**src/rtl/ir_nec_pkg.sv**
```systemverilog
// Shared NEC protocol definitions: FSM states, unit durations and small helpers.
// The receiver's timing checks use the same constants.
package ir_nec_pkg;

    typedef enum logic [3:0] {
        IDLE,
        LEAD_MARK,
        LEAD_SPACE,
        BIT_MARK,
        BIT_SPACE,
        STOP_MARK,
        GAP,
        REP_MARK,
        REP_SPACE
    } nec_state_e;

    localparam int LEAD_MARK_U  = 16;
    localparam int LEAD_SPACE_U = 8;
    localparam int REP_SPACE_U  = 4;
    localparam int BIT0_SPACE_U = 1;
    localparam int BIT1_SPACE_U = 3;
    localparam int NBITS        = 32;

    function automatic logic is_mark(nec_state_e s);
        return (s == LEAD_MARK) || (s == BIT_MARK) || (s == STOP_MARK) || (s == REP_MARK);
    endfunction

    // Length of a state in NEC units; bit marks and the stop mark are one unit.
    function automatic logic [4:0] state_units(nec_state_e s, logic one_bit);
        logic [4:0] u;
        case (s)
            LEAD_MARK, REP_MARK: u = 5'(LEAD_MARK_U);
            LEAD_SPACE:          u = 5'(LEAD_SPACE_U);
            REP_SPACE:           u = 5'(REP_SPACE_U);
            BIT_SPACE:           u = one_bit ? 5'(BIT1_SPACE_U) : 5'(BIT0_SPACE_U);
            default:             u = 5'd1;
        endcase
        return u;
    endfunction

endpackage

```
**src/rtl/ir_nec_if.sv**
```systemverilog
// Control/status bundle between a frame requester (master) and the NEC transmitter (slave).
interface ir_nec_if;
    logic [15:0] code_i;
    logic        send_i;
    logic        repeat_i;
    logic        busy_o;
    logic        ir_tx_o;
    logic        ir_led_o;
    logic [7:0]  frame_cnt_o;

    modport master (
        output code_i, send_i, repeat_i,
        input  busy_o, ir_tx_o, ir_led_o, frame_cnt_o
    );

    modport slave (
        input  code_i, send_i, repeat_i,
        output busy_o, ir_tx_o, ir_led_o, frame_cnt_o
    );
endinterface

```
**src/rtl/ir_carrier_gen.sv**
```systemverilog
// 38 kHz carrier for the IR LED: restarts high on each mark entry, toggles every
// CARRIER_HALF cycles while enabled, held low otherwise.
module ir_carrier_gen #(
    parameter int CARRIER_HALF = 355
) (
    input  logic clk27,
    input  logic clk_reset_n,
    input  logic enable_i,
    input  logic restart_i,
    output logic ir_led_o
);
    localparam int PH_W = (CARRIER_HALF > 1) ? $clog2(CARRIER_HALF) : 1;
    localparam logic [PH_W-1:0] PH_LAST = PH_W'(CARRIER_HALF - 1);

    logic [PH_W-1:0] phase_q, phase_d;
    logic            led_q, led_d;

    always_comb begin
        phase_d = '0;
        led_d   = 1'b0;
        if (restart_i) begin
            led_d = 1'b1;
        end else if (enable_i) begin
            if (phase_q == PH_LAST) begin
                led_d = ~led_q;
            end else begin
                phase_d = phase_q + 1'b1;
                led_d   = led_q;
            end
        end
    end

    always_ff @(posedge clk27 or negedge clk_reset_n) begin
        if (!clk_reset_n) begin
            phase_q <= '0;
            led_q   <= 1'b0;
        end else begin
            phase_q <= phase_d;
            led_q   <= led_d;
        end
    end

    assign ir_led_o = led_q;
endmodule

```
**src/rtl/ir_nec_tx.sv**
```systemverilog
// NEC IR transmitter: serialises a 16-bit address/command into an NEC frame, then
// emits repeat frames while repeat_i is held at each period end.
module ir_nec_tx
    import ir_nec_pkg::*;
#(
    parameter int UNIT_CYCLES  = 15188,
    parameter int CARRIER_HALF = 355,
    parameter int FRAME_UNITS  = 192
) (
    input  logic     clk27,
    input  logic     clk_reset_n,
    ir_nec_if.slave  bus
);
    localparam logic [13:0] PRESC_LAST = 14'(UNIT_CYCLES - 1);
    localparam logic [8:0]  FRAME_END  = 9'(FRAME_UNITS);

    nec_state_e       state_q, state_d;
    logic [13:0]      presc_q, presc_d;
    logic [4:0]       unit_q, unit_d;
    logic [7:0]       period_q, period_d;
    logic [NBITS-1:0] shift_q, shift_d;
    logic [4:0]       bit_cnt_q, bit_cnt_d;
    logic [7:0]       frame_cnt_q, frame_cnt_d;
    logic             tx_q, busy_q;
    logic             tick, unit_done, period_done, entering, led;

    assign tick        = (state_q != IDLE) && (presc_q == PRESC_LAST);
    assign unit_done   = tick && (unit_q == state_units(state_q, shift_q[0]) - 5'd1);
    assign period_done = tick && (({1'b0, period_q} + 9'd1) >= FRAME_END);
    assign entering    = (state_d != state_q);

    always_comb begin
        state_d = state_q;
        case (state_q)
            IDLE:       if (bus.send_i)  state_d = LEAD_MARK;
            LEAD_MARK:  if (unit_done)   state_d = LEAD_SPACE;
            LEAD_SPACE: if (unit_done)   state_d = BIT_MARK;
            BIT_MARK:   if (unit_done)   state_d = BIT_SPACE;
            BIT_SPACE:  if (unit_done)   state_d = (bit_cnt_q == 5'(NBITS - 1)) ? STOP_MARK : BIT_MARK;
            STOP_MARK:  if (unit_done)   state_d = GAP;
            GAP:        if (period_done) state_d = bus.repeat_i ? REP_MARK : IDLE;
            REP_MARK:   if (unit_done)   state_d = REP_SPACE;
            REP_SPACE:  if (unit_done)   state_d = STOP_MARK;
            default:                     state_d = IDLE;
        endcase
    end

    // Unit timing restarts on every state change; the period counter spans the
    // whole frame from the leader (or repeat) mark so GAP can pad to FRAME_UNITS.
    always_comb begin
        presc_d     = '0;
        unit_d      = '0;
        period_d    = period_q;
        shift_d     = shift_q;
        bit_cnt_d   = bit_cnt_q;
        frame_cnt_d = frame_cnt_q;
        if (!entering && (state_q != IDLE)) begin
            presc_d = tick ? 14'd0 : presc_q + 14'd1;
            unit_d  = tick ? unit_q + 5'd1 : unit_q;
        end
        if (entering && ((state_d == LEAD_MARK) || (state_d == REP_MARK))) begin
            period_d = '0;
        end else if (tick) begin
            period_d = period_q + 8'd1;
        end
        if ((state_q == IDLE) && (state_d == LEAD_MARK)) begin
            shift_d   = {~bus.code_i[7:0], bus.code_i[7:0], ~bus.code_i[15:8], bus.code_i[15:8]};
            bit_cnt_d = '0;
        end else if ((state_q == BIT_SPACE) && entering) begin
            shift_d   = shift_q >> 1;
            bit_cnt_d = bit_cnt_q + 5'd1;
        end
        if ((state_q == STOP_MARK) && (state_d == GAP)) begin
            frame_cnt_d = frame_cnt_q + 8'd1;
        end
    end

    always_ff @(posedge clk27 or negedge clk_reset_n) begin
        if (!clk_reset_n) begin
            state_q     <= IDLE;
            presc_q     <= '0;
            unit_q      <= '0;
            period_q    <= '0;
            shift_q     <= '0;
            bit_cnt_q   <= '0;
            frame_cnt_q <= '0;
            tx_q        <= 1'b1;
            busy_q      <= 1'b0;
        end else begin
            state_q     <= state_d;
            presc_q     <= presc_d;
            unit_q      <= unit_d;
            period_q    <= period_d;
            shift_q     <= shift_d;
            bit_cnt_q   <= bit_cnt_d;
            frame_cnt_q <= frame_cnt_d;
            tx_q        <= ~is_mark(state_d);
            busy_q      <= (state_d != IDLE);
        end
    end

    ir_carrier_gen #(
        .CARRIER_HALF (CARRIER_HALF)
    ) u_carrier (
        .clk27       (clk27),
        .clk_reset_n (clk_reset_n),
        .enable_i    (is_mark(state_d)),
        .restart_i   (is_mark(state_d) && !is_mark(state_q)),
        .ir_led_o    (led)
    );

    assign bus.busy_o      = busy_q;
    assign bus.ir_tx_o     = tx_q;
    assign bus.ir_led_o    = led;
    assign bus.frame_cnt_o = frame_cnt_q;
endmodule
```
**src/flat_wrapper.sv**
```systemverilog
// flat-port wrapper written by rule: the top's interface ports become plain ports
module ir_nec_tx_flat import ir_nec_pkg::*;
#(
    parameter int UNIT_CYCLES  = 15188,
    parameter int CARRIER_HALF = 355,
    parameter int FRAME_UNITS  = 192
)
  (clk27, clk_reset_n, bus_code_i, bus_send_i, bus_repeat_i, bus_busy_o, bus_ir_tx_o, bus_ir_led_o, bus_frame_cnt_o);
  ir_nec_if bus_i ();
  input  logic clk27;
  input  logic clk_reset_n;
  input wire logic [$bits(bus_i.code_i)-1:0] bus_code_i;
  input wire logic [$bits(bus_i.send_i)-1:0] bus_send_i;
  input wire logic [$bits(bus_i.repeat_i)-1:0] bus_repeat_i;
  output wire logic [$bits(bus_i.busy_o)-1:0] bus_busy_o;
  output wire logic [$bits(bus_i.ir_tx_o)-1:0] bus_ir_tx_o;
  output wire logic [$bits(bus_i.ir_led_o)-1:0] bus_ir_led_o;
  output wire logic [$bits(bus_i.frame_cnt_o)-1:0] bus_frame_cnt_o;
  assign bus_i.code_i = bus_code_i;
  assign bus_i.send_i = bus_send_i;
  assign bus_i.repeat_i = bus_repeat_i;
  assign bus_busy_o = bus_i.busy_o;
  assign bus_ir_tx_o = bus_i.ir_tx_o;
  assign bus_ir_led_o = bus_i.ir_led_o;
  assign bus_frame_cnt_o = bus_i.frame_cnt_o;
  ir_nec_tx #(.UNIT_CYCLES(UNIT_CYCLES), .CARRIER_HALF(CARRIER_HALF), .FRAME_UNITS(FRAME_UNITS)) u_core (.clk27(clk27), .clk_reset_n(clk_reset_n), .bus(bus_i));
endmodule
```
**config.mk**
```make
export PLATFORM = sky130hd
export DESIGN_NAME = ir_nec_tx_flat
export DESIGN_NICKNAME = d
export VERILOG_FILES = /design/src/rtl/ir_nec_pkg.sv /design/src/rtl/ir_nec_if.sv /design/src/rtl/ir_carrier_gen.sv /design/src/rtl/ir_nec_tx.sv /design/src/flat_wrapper.sv
export SDC_FILE = /design/constraint.sdc
export NUM_CORES = 1
export LEC_CHECK = 0
export ABC_AREA = 0
export BUFFER_PORTS_ARGS = -buffer_cell sky130_fd_sc_hd__buf_2
export CORE_MARGIN = 2
export CORE_UTILIZATION = 59
export DETAILED_ROUTE_END_ITERATION = 8
export PLACE_DENSITY = 0.78
export REMOVE_ABC_BUFFERS = 1
export SLEW_MARGIN = 10
export SYNTH_ARGS = -nofsm -noshare
export SYNTH_HDL_FRONTEND = slang
export SYNTH_SLANG_ARGS = --single-unit
export TNS_END_PERCENT = 100
```
**constraint.sdc**
```tcl
create_clock -name clk27 -period 4.6 [get_ports clk27]
set_input_delay 0.23 -clock clk27 [delete_from_list [all_inputs] [get_ports clk27]]
set_output_delay 0.23 -clock clk27 [all_outputs]
set_load 0.05 [all_outputs]
```
==> impl_metrics.json <==
{
  "status": "complete, no violations",
  "cts_tree": "yes",
  "drc": 0,
  "grt_max_degree": 89,
  "clk_latency_ps": 360,
  "max_slew_margin": 0.4671,
  "r2r_slack_ps": 890,
  "worstPathMaxFanout": 19,
  "finalHoldViolations": 0,
  "vias": 3564,
  "grt_setup_unrepaired": "false",
  "place_congestion": 0.9077,
  "multiInputGateArea_um2": 2381,
  "fill_cells": 617,
  "cp.arrival_ps": 3900,
  "fin_area_um2": 5166,
  "ios": 31,
  "cts_setup_buffers": 0,
  "max-vdd-ir-drop_mv": 0.1341,
  "layout.nets": 508,
  "die_x_um": 93.61,
  "period_minus_slack_ps": 3706,
  "total_power_mw": 1.291,
  "antenna_left": 0,
  "avgViaCountPerCell": 6.092,
  "power-per-cell-area_nw_per_um2": 249.8,
  "grt.overflow.total": 0,
  "period_share": 0.8057,
  "place_area_um2": 4947,
  "fin_cells": 585,
  "crit_type": "reg -> reg",
  "syn_area_um2": 4737,
  "synth_cell_types": 63,
  "grt_pass1_vias": 3476,
  "ys_seq_area_frac": 0.4651,
  "cts_sinks": 88,
  "skew_ps": 16.87,
  "synth_edf_count": 0,
  "busiest_layer": "met2",
  "core_area_um2": 7767,
  "die_h_um": 93.61,
  "dp_slack_ps": 953.2,
  "drt_pass1_iterations": 6,
  "clkTransAtPathRegs_ps": 90,
  "ff_latch_area_um2": 2203,
  "clock_path_buffers": 2,
  "setup_viol": 0,
  "wirelength_um": 9315,
  "crit_path_end_kind": "flop",
  "htreeDepth": 3,
  "drive_gt1_frac": 0.2319,
  "setup_tns_ps": 0,
  "worst_pin_slew_ps": 799.3,
  "utilization": 0.6651,
  "first_iter_violations": 216,
  "gr-usage-met2": 0.3711,
  "hold_start": "bus_code_i[7]",
  "fp-row-count": 32,
  "hold_buffers": 0,
  "dp.cells": 567,
  "synthCells": 455,
  "antenna_found_initial": 0,
  "r2r-start": "u_core.state_q[1]$_DFF_PN0_",
  "synth_seq_cells": 88,
  "crit_required_ps": 4790,
  "fmax_mhz": 269.8,
  "diodes": 0,
  "die_area_um2": 8762,
  "start_util": 0.6099,
  "cts_root_buf": "clkbuf_8",
  "avgSynthCellArea_um2": 10.41,
  "cts_buffers": 9,
  "syn2layout_area_growth_pct": 9.060,
  "hpwlAfterDp_um": 6043,
  "async_flop_share": 1.000,
  "cap_violations": 0,
  "grt_pass1_wl_um": 16060,
  "r2r_end": "u_core.presc_q[4]$_DFF_PN0_",
  "wire_per_inst_um": 15.92,
  "synth_ff_type": "dfrtp_1",
  "ys_warn_count": 0,
  "startpoint_type": "flop",
  "holdWs_ps": 114.3,
  "fin_ws_ps": 893.8,
  "slew_viol_final": 0,
  "p_leak_nw": 2.275,
  "worstRegToRegCells": 11,
  "portBuffers": 30,
  "hold_end": "u_core.shift_q[23]$_DFFE_PN0P_",
  "grt_usage": 0.2287,
  "use_met1": 0.3099,
  "hold_path_class": "in -> reg",
  "post_cts_resized": 0,
  "met3_usage": 0.03546,
  "hold_depth": 3
}
==> cell type report <==
| class | instances | area share |
|---|---|---|
| clock buffers | 10 | 0.02664 |
| clock inverters | 6 | 0.008477 |
| inverters | 10 | 0.007266 |
| multi-input cells | 331 | 0.4609 |
| flip-flops and latches | 88 | 0.4265 |
| well taps | 102 | 0.02470 |
| repair buffers | 38 | 0.04553 |
==> critical path, stage by stage, from the launching register on <==
cell,delay [ps]
dfrtp_1,680
xnor2_1,200
or3_1,350
o21ai_0,90
ha_1,270
nand3b_1,90
or3_1,320
a21boi_2,220
o2111ai_1,220
o2111ai_2,220
mux2i_4,720
nor4_1,140
==> logic make-up (layout without fill, tap and decap cells) <==
| logic type | Yosys count | in the layout | synth area share |
|---|---|---|---|
| AND/OR/NAND/NOR | 173 | 173 | 0.2036 |
| flip-flops | 88 | 88 | 0.4651 |
| multiplexers | 5 | 5 | 0.01347 |
| adder cells (fa/ha/maj) | 11 | 11 | 0.02879 |
| XOR/XNOR | 45 | 45 | 0.08320 |
| buffers and inverters | 36 | 64 | 0.03355 |
| AO/OA/AOI/OAI | 97 | 97 | 0.1722 |
==> cell usage in the layout, fill, tap and decap left out, types with 3 or more instances in the layout <==
cell and instances:
o21a_1 3, buf_4 7, ha_1 10, and4_1 3, clkinvlp_4 4, or2_2 3
o31a_1 15, nor2_1 31, and3_1 9, clkbuf_8 10, nand4_1 11, or3_1 3
o221a_2 30, nand3_1 15, nor4_1 10, a21oi_1 3, dfrtp_1 87, o21ai_0 25
nand2_1 51, buf_2 29, nor3_2 9, inv_1 10, xnor2_1 22, nor3_1 4
mux2i_1 3, xor2_1 23, nor4b_1 3, nor2b_1 3, o211ai_1 3
==> state kept, by name, summed over array words and instances, names as in the netlist <==
register and flops:
u_core.u_carrier.ir_led_o 1, u_core.period_q 8, u_core.shift_q 32, u_core.u_carrier.phase_q 9
u_core.unit_q 5, u_core.presc_q 14, u_core.bus.busy_o 1, u_core.bus.ir_tx_o 1
u_core.state_q 4, u_core.bus.frame_cnt_o 8, u_core.bit_cnt_q 5
==> report_power, final <==
part / internal, mW / switching, mW
Clock: 0.212 / 0.280
Combinational: 0.00901 / 0.0175
Sequential: 0.773 / 0
Total: 0.993 / 0.297
==> cells in the mapped netlist (9+ instances only) <==
| library cell | number | area, um^2 |
|---|---|---|
| o221a_2 | 30 | 337.8 |
| nor3_2 | 9 | 90.09 |
| dfrtp_1 | 87 | 2177 |
| inv_1 | 10 | 37.54 |
| clkbuf_1 | 12 | 45.04 |
| xor2_1 | 23 | 201.4 |
| nand2_1 | 51 | 191.4 |
| buf_2 | 10 | 50.05 |
| nor4_1 | 10 | 62.56 |
| xnor2_1 | 22 | 192.7 |
| nor2_1 | 32 | 120.1 |
| o31a_1 | 15 | 131.4 |
| o21ai_0 | 25 | 125.1 |
| nand3_1 | 15 | 75.07 |
| nand4_1 | 11 | 68.82 |
| ha_1 | 10 | 125.1 |
| and3_1 | 9 | 56.30 |
==> worst max path at each step <==
stage                                      from                        endpoint  slack [ps]
floorplan           u_core.state_q[1]$_DFF_PN0_  u_core.shift_q[23]$_DFFE_PN0P_         -10
global placement    u_core.state_q[1]$_DFF_PN0_     u_core.presc_q[1]$_DFF_PN0_        1140
detailed placement  u_core.state_q[1]$_DFF_PN0_     u_core.presc_q[4]$_DFF_PN0_         950
CTS                 u_core.state_q[1]$_DFF_PN0_     u_core.presc_q[4]$_DFF_PN0_         930
global route        u_core.state_q[1]$_DFF_PN0_     u_core.presc_q[8]$_DFF_PN0_         670
finish              u_core.state_q[1]$_DFF_PN0_     u_core.presc_q[4]$_DFF_PN0_         890
==> metal layers <==
layer  up-vias  share of wire
met4         0          0.021
met3        24          0.040
met1      1735           0.48
met2        93           0.46
li1       1712              -
met5         -              0
Note: power is estimated with default switching activity, not from simulation.
